### src/rtl/seven_seg_pkg.sv
// Shared types and the active-high hex segment table for the seven-segment scanner.
// Segment order is {g,f,e,d,c,b,a}; a set bit means the segment is lit.
package seven_seg_pkg;

  typedef logic [6:0] seg_t;

  localparam seg_t SEG_OFF = 7'h00;

  localparam seg_t HEX_SEG [16] = '{
    7'h3F, 7'h06, 7'h5B, 7'h4F,
    7'h66, 7'h6D, 7'h7D, 7'h07,
    7'h7F, 7'h6F, 7'h77, 7'h7C,
    7'h39, 7'h5E, 7'h79, 7'h71
  };

endpackage

### src/rtl/seven_segment_decoder.sv
// Combinational hex nibble to active-high segment pattern (b and d lowercase).
// Zero latency; no flow control.
module seven_segment_decoder
  import seven_seg_pkg::*;
(
  input  logic [3:0] i_nib,
  output seg_t       o_seg
);

  assign o_seg = HEX_SEG[i_nib];

endmodule

### src/rtl/seven_segment_scanner.sv
// Time-multiplexed N-digit seven-segment driver with frame-coherent display updates.
// Outputs are registered one cycle behind the prescaler/index state; no backpressure.
module seven_segment_scanner
  import seven_seg_pkg::*;
#(
  parameter int NUM_DIGITS     = 8,
  parameter int SCAN_DIV       = 50000,
  parameter int BLANK_CYCLES   = 2,
  parameter int SEG_ACTIVE_LOW = 1,
  parameter int AN_ACTIVE_LOW  = 1
) (
  input  logic                    clk,
  input  logic                    rst,
  input  logic [4*NUM_DIGITS-1:0] value,
  input  logic [NUM_DIGITS-1:0]   dp_in,
  input  logic                    load,
  input  logic                    blank_lz,
  input  logic                    enable,
  output logic [6:0]              seg,
  output logic                    dp,
  output logic [NUM_DIGITS-1:0]   an,
  output logic                    frame_done
);

  localparam int IDX_W = (NUM_DIGITS > 1) ? $clog2(NUM_DIGITS) : 1;
  localparam int PR_W  = $clog2(SCAN_DIV);

  localparam logic [PR_W-1:0]  PR_LAST  = PR_W'(SCAN_DIV - 1);
  localparam logic [PR_W-1:0]  PR_BLANK = PR_W'(BLANK_CYCLES);
  localparam logic [IDX_W-1:0] IDX_LAST = IDX_W'(NUM_DIGITS - 1);

  localparam seg_t                  SEG_INV = (SEG_ACTIVE_LOW != 0) ? 7'h7F : 7'h00;
  localparam logic                  DP_INV  = (SEG_ACTIVE_LOW != 0);
  localparam logic [NUM_DIGITS-1:0] AN_INV  = (AN_ACTIVE_LOW != 0) ? '1 : '0;

  logic [PR_W-1:0]         r_presc;
  logic [IDX_W-1:0]        r_idx;
  logic [4*NUM_DIGITS-1:0] r_pend;
  logic [NUM_DIGITS-1:0]   r_pend_dp;
  logic                    r_pend_vld;
  logic [4*NUM_DIGITS-1:0] r_disp;
  logic [NUM_DIGITS-1:0]   r_disp_dp;

  logic [6:0]            r_seg;
  logic                  r_dp;
  logic [NUM_DIGITS-1:0] r_an;
  logic                  r_frame_done;

  logic                  w_tick;
  logic                  w_wrap;
  logic [3:0]            w_nib;
  logic                  w_dp_hi;
  logic                  w_blank;
  logic                  w_zero_run;
  logic [NUM_DIGITS-1:0] w_lz;
  logic [NUM_DIGITS-1:0] w_an_hi;
  seg_t                  w_dec_seg;
  seg_t                  w_seg_hi;

  assign w_tick = (r_presc == PR_LAST);
  assign w_wrap = w_tick && (r_idx == IDX_LAST);

  always_ff @(posedge clk or posedge rst) begin
    if (rst) begin
      r_presc <= '0;
      r_idx   <= '0;
    end else begin
      r_presc <= w_tick ? '0 : r_presc + 1'b1;
      if (w_tick) begin
        r_idx <= w_wrap ? '0 : r_idx + 1'b1;
      end
    end
  end

  // Display only changes at the frame wrap; a load in that cycle wins pending_valid back.
  always_ff @(posedge clk or posedge rst) begin
    if (rst) begin
      r_pend     <= '0;
      r_pend_dp  <= '0;
      r_pend_vld <= 1'b0;
      r_disp     <= '0;
      r_disp_dp  <= '0;
    end else begin
      if (w_wrap && r_pend_vld) begin
        r_disp     <= r_pend;
        r_disp_dp  <= r_pend_dp;
        r_pend_vld <= 1'b0;
      end
      if (load) begin
        r_pend     <= value;
        r_pend_dp  <= dp_in;
        r_pend_vld <= 1'b1;
      end
    end
  end

  // w_lz[i] is set when every nibble from the top digit down to i is zero.
  always_comb begin
    w_lz       = '0;
    w_zero_run = 1'b1;
    w_nib      = 4'h0;
    w_dp_hi    = 1'b0;
    w_blank    = 1'b0;
    w_an_hi    = '0;
    for (int i = NUM_DIGITS - 1; i >= 0; i--) begin
      w_zero_run = w_zero_run && (r_disp[4*i +: 4] == 4'h0);
      w_lz[i]    = w_zero_run;
    end
    for (int i = 0; i < NUM_DIGITS; i++) begin
      if (r_idx == IDX_W'(i)) begin
        w_nib      = r_disp[4*i +: 4];
        w_dp_hi    = r_disp_dp[i];
        w_blank    = blank_lz && (i != 0) && w_lz[i];
        w_an_hi[i] = enable && (r_presc >= PR_BLANK);
      end
    end
  end

  seven_segment_decoder u_dec (
    .i_nib (w_nib),
    .o_seg (w_dec_seg)
  );

  assign w_seg_hi = w_blank ? SEG_OFF : w_dec_seg;

  always_ff @(posedge clk or posedge rst) begin
    if (rst) begin
      r_seg        <= SEG_OFF ^ SEG_INV;
      r_dp         <= DP_INV;
      r_an         <= AN_INV;
      r_frame_done <= 1'b0;
    end else begin
      r_seg        <= w_seg_hi ^ SEG_INV;
      r_dp         <= w_dp_hi ^ DP_INV;
      r_an         <= w_an_hi ^ AN_INV;
      r_frame_done <= w_wrap;
    end
  end

  assign seg        = r_seg;
  assign dp         = r_dp;
  assign an         = r_an;
  assign frame_done = r_frame_done;

endmodule

### config.mk
export PLATFORM = sky130hd
export DESIGN_NAME = seven_segment_scanner
export DESIGN_NICKNAME = d
export VERILOG_FILES = /design/src/rtl/seven_seg_pkg.sv /design/src/rtl/seven_segment_decoder.sv /design/src/rtl/seven_segment_scanner.sv
export SDC_FILE = /design/constraint.sdc
export NUM_CORES = 1
export LEC_CHECK = 0
export BUFFER_PORTS_ARGS = -buffer_cell sky130_fd_sc_hd__buf_2
export CELL_PAD_IN_SITES_DETAIL_PLACEMENT = 1
export CELL_PAD_IN_SITES_GLOBAL_PLACEMENT = 1
export CORE_MARGIN = 2
export CORE_UTILIZATION = 30
export CTS_CLUSTER_DIAMETER = 200
export DETAILED_ROUTE_END_ITERATION = 10
export PLACE_DENSITY = 0.55
export SYNTH_ARGS = -nofsm -noshare
export SYNTH_HDL_FRONTEND = slang
export SYNTH_HIERARCHICAL = 1
export SYNTH_SLANG_ARGS = --single-unit
### constraint.sdc
create_clock -name clk -period 10.3 [get_ports clk]
set_input_delay 1.03 -clock clk [delete_from_list [all_inputs] [get_ports clk]]
set_output_delay 1.03 -clock clk [all_outputs]
set_load 0.1 [all_outputs]
==> run_results.csv <==
group,metric,value,unit
outcome,outcome,"finished clean",
die,std_cell_rows,49,
grt,first_global_vias,3916,
die,die-area,19600,um2
setup_path,critical_path_top_delay_cell,"sky130_fd_sc_hd__a31oi_1",
clock_network,ctsHoldBuffers,0,
layout,final_util,36.8,%
power_and_ir_drop,power.share.switching,22.8,%
sta,rsz0062_at_grt,"false",
clock_network,worstSkewPairLatency,420,ps
synthesis,synth_seq_area_share,53.2,%
worst_hold_path,hold_path_depth,1,
synthesis,syn-mean-instance-area,12.9,um2
grt,grt_use_total,14.0,%
setup_path,critical_path.top_delay_family,"compound AO/OA/AOI/OAI gates",
setup_path,reg2reg_slack,6610,ps
power_and_ir_drop,pwr_density_cell,169,nW/um2
synthesis,synth_ff_type,"sky130_fd_sc_hd__dfrtp_1",
clock_network,h-tree-depth,4,
power_and_ir_drop,power_leakage,3.10,nW
power_and_ir_drop,power_report.internal_total,0.000868,W
setup_path,r2r_cells,8,
clock_network,cts.clk_slew.worst_paths,60,ps
placed_design,placed_area,6030,um2
die,core_area,18000,um2
drt,antenna_violating_nets_post_route,0,
sta,max_slew.worst_pin.slew,1270,ps
synthesis,mappedNetlistNets,491,
sta,timing.final.max_slew_violations,0,
worst_hold_path,worst_hold_startpoint,"r_pend[5]",
clock_network,max-clock-path-buffers,2,
power_and_ir_drop,total_power,0.00112,W
power_and_ir_drop,p_sw,0.000256,W
setup_path,cp.arrival,4030,ps
worst_hold_path,worstHoldPathType,"reg2reg",
clock_network,tritoncts_num_sinks,117,
drt,route.final.wire_length,12700,um
setup_path,critical_path.cell_chain,"inv_1 > ha_1 > nor2_1 > o211ai_1 > a31o_2 > a31oi_1 > mux4_1 > nand3_1",
drt,drt-vias-per-instance,4.87,
sta,final.period_utilization,35.9,%
power_and_ir_drop,share_comb_of_total_power,3.8,%
clock_network,cts_repair_resize_count,0,
run,max-cap-violations,0,
power_and_ir_drop,share_seq_of_total_power,43.2,%
drt,detail_route.drc_violations,0,
layout,final_net_count,553,
synthesis,yosys_register_bits,117,
synthesis,yosys_warnings,6,
placed_design,gp_congestion,0.779,
setup_path,worstSetupStartpointType,"register",
synthesis,postSynth.asyncResetShare,100,%
layout,layout-drive-gt1-share,40.1,%
grt,grt_max_degree,72,
placed_design,detailed_placement_wirelength_estimate,8860,um
sta,finalClockSkew,9.94,ps
sta,period_needed,3690,ps
synthesis,post_synth_edffs,0,
power_and_ir_drop,maximum_vdd_ir_drop,0.101,mV
sta,maxSlewHeadroom,15.2,%
grt,number_of_antenna_violations_at_the_first_check_in_global_routing,0,
drt,initial_drc_count,139,
clock_network,cts_setup_buffers,0,
setup_path,critical_path.max_fanout,14,
setup_path,r2r_start,"r_idx[2]",
sta,max_freq,271,MHz
layout,layout.cell_area.non_filler,6640,um2
sta,hold_viol,0,
die,die_width,140,um
die,ioPinCount,62,
synthesis,post_synth_inst_count,431,
grt,first_pass_grt_wire_length,21400,um
setup_path,cp.required,10640,ps
synthesis,synth_cell_types,49,
worst_hold_path,worst_hold_endpoint,"r_disp[5]",
setup_path,regToRegEndpoint,"seg[3]",
setup_path,worstPathBufferInverterCount,1,
die,fp.dieH,140,um
clock_network,clk_root_buffer_cell,"sky130_fd_sc_hd__clkbuf_16",
grt,grt_overflow_total,0,
drt,dr_total_vias,3580,
power_and_ir_drop,clkPwrFrac,53.0,%
layout,areaGrowthSynthToFinish,19.7,%
clock_network,tritoncts,"built",
sta,total_negative_setup_slacks,0,ps
die,initial_core_util,30.8,%
setup_path,criticalPathCategory,"reg2reg",
drt,detailedRoute.firstPassIterationCount,4,
layout,num_antenna_cells,0,
drt,avgRoutedWirePerCell,17.3,um
setup_path,end_kind,"register",
setup_path,crit_path_max_incr_delay,990,ps
synthesis,cell_area_after_technology_mapping,5550,um2
placed_design,port-buffer-count,61,
layout,fillerInstances,1949,
sta,setup-violations-final,0,
clock_network,cts_made_buffers,17,
[metal layers]
layer | global-route usage [%] | vias up | part of all wire, %
met2 | 21.1 | 57 | 46
li1 | - | 1678 | -
met3 | 3.38 | 17 | 3.1
met5 | 0 | - | 0
met1 | 19.3 | 1828 | 49
met4 | 6.26 | 0 | 2.1
[cells in the final DEF, fill, tap and decap left out, types with 4 or more instances in the layout]
| master | synthesis | routed |
|---|---|---|
| sky130_fd_sc_hd__nor3b_1 | 4 | 4 |
| sky130_fd_sc_hd__mux2_4 | 40 | 40 |
| sky130_fd_sc_hd__mux2_2 | 44 | 44 |
| sky130_fd_sc_hd__clkinvlp_4 | 0 | 6 |
| sky130_fd_sc_hd__or4_1 | 7 | 7 |
| sky130_fd_sc_hd__dfrtp_1 | 101 | 101 |
| sky130_fd_sc_hd__inv_1 | 11 | 10 |
| sky130_fd_sc_hd__nor3_1 | 6 | 6 |
| sky130_fd_sc_hd__nand3_1 | 20 | 20 |
| sky130_fd_sc_hd__ha_1 | 15 | 15 |
| sky130_fd_sc_hd__a21o_1 | 4 | 4 |
| sky130_fd_sc_hd__o211ai_1 | 4 | 4 |
| sky130_fd_sc_hd__nand2_1 | 25 | 25 |
| sky130_fd_sc_hd__xnor2_1 | 4 | 4 |
| sky130_fd_sc_hd__nand2b_1 | 7 | 7 |
| sky130_fd_sc_hd__xor2_1 | 8 | 8 |
| sky130_fd_sc_hd__clkbuf_16 | 0 | 17 |
| sky130_fd_sc_hd__a21oi_1 | 13 | 13 |
| sky130_fd_sc_hd__nor2_1 | 17 | 17 |
| sky130_fd_sc_hd__dfstp_2 | 16 | 16 |
| sky130_fd_sc_hd__o21ai_0 | 15 | 14 |
| sky130_fd_sc_hd__o31ai_1 | 5 | 5 |
| sky130_fd_sc_hd__buf_2 | 3 | 61 |
[power groups by stage]
stage | combinational, W | sequential (W) | clock (W)
CTS | 0.0000442 | 0.000486 | 0.000613
global route | 0.0000478 | 0.000489 | 0.000635
finish | 0.0000424 | 0.000486 | 0.000596
floorplan | 0.0000272 | 0.000491 | 0
detailed placement | 0.0000439 | 0.000494 | 0
global placement | 0.0000423 | 0.000494 | 0
[sequential cells by signal, summed over array words and instances (netlist names)]
register    flops
r_disp         32
seg             7
r_presc        16
dp              1
r_idx           3
r_pend         32
frame_done      1
r_pend_dp       8
r_pend_vld      1
r_disp_dp       8
an              8
[cell type report]
type	instances	area [um2]	area share, %
Inverter	11	43.8	0.660
Clock inverter	13	149	2.24
Multi-Input combinational cell	284	2440	36.8
Clock buffer	19	453	6.83
Timing Repair Buffer	62	313	4.71
Sequential cell	117	2950	44.4
Tap cell	229	287	4.32
[kinds of logic (layout without fill, tap and decap cells)]
kind of cell	count (synthesis)	in the layout	synth area share, %
xor gates and xnor gates	12	12	1.90
buffers and inverters	30	105	2.78
and+or+nand+nor	115	115	11.9
muxes	88	88	20.8
adders and majority gates	15	15	3.38
DFF	117	117	53.2
AOI/OAI and AO/OA	54	54	6.14
[metrics by stage]
step	setup slack (ps)	hold WS, ps	instances
2_1_floorplan	6200	461	431
3_3_place_gp	6810	486	703
3_5_place_dp	6650	493	703
4_1_cts	6610	509	735
5_1_grt	6280	526	735
6_report	6610	505	735
[how the worst max path moves through the flow]
stage	cells after the start	end	from
final	8	seg[3]	r_idx[2]
after global routing	8	seg[3]	r_idx[2]
after CTS	8	seg[3]	r_idx[2]
after detailed placement	8	seg[3]	r_idx[2]
after global placement	8	seg[3]	r_idx[2]
after floorplan	1	frame_done	rst
[synthesized netlist by cell type (4+ instances only)]
| cell type | number | area, um2 |
|---|---|---|
| sky130_fd_sc_hd__a21o_1 | 4 | 30.0 |
| sky130_fd_sc_hd__dfstp_2 | 16 | 420 |
| sky130_fd_sc_hd__o21ai_0 | 15 | 75.1 |
| sky130_fd_sc_hd__o31ai_1 | 5 | 37.5 |
| sky130_fd_sc_hd__a21oi_1 | 13 | 65.1 |
| sky130_fd_sc_hd__nor3b_1 | 4 | 30.0 |
| sky130_fd_sc_hd__or4_1 | 7 | 52.6 |
| sky130_fd_sc_hd__nand2_1 | 25 | 93.8 |
| sky130_fd_sc_hd__buf_6 | 5 | 56.3 |
| sky130_fd_sc_hd__ha_1 | 15 | 188 |
| sky130_fd_sc_hd__nand2b_1 | 7 | 43.8 |
| sky130_fd_sc_hd__o211ai_1 | 4 | 30.0 |
| sky130_fd_sc_hd__nor3_1 | 6 | 30.0 |
| sky130_fd_sc_hd__mux2_2 | 44 | 495 |
| sky130_fd_sc_hd__clkbuf_1 | 8 | 30.0 |
| sky130_fd_sc_hd__dfrtp_1 | 101 | 2530 |
| sky130_fd_sc_hd__xor2_1 | 8 | 70.1 |
| sky130_fd_sc_hd__xnor2_1 | 4 | 35.0 |
| sky130_fd_sc_hd__mux2_4 | 40 | 601 |
| sky130_fd_sc_hd__nand3_1 | 20 | 100 |
| sky130_fd_sc_hd__inv_1 | 11 | 41.3 |
| sky130_fd_sc_hd__nor2_1 | 17 | 63.8 |
Power figures use the tool's default switching activity.
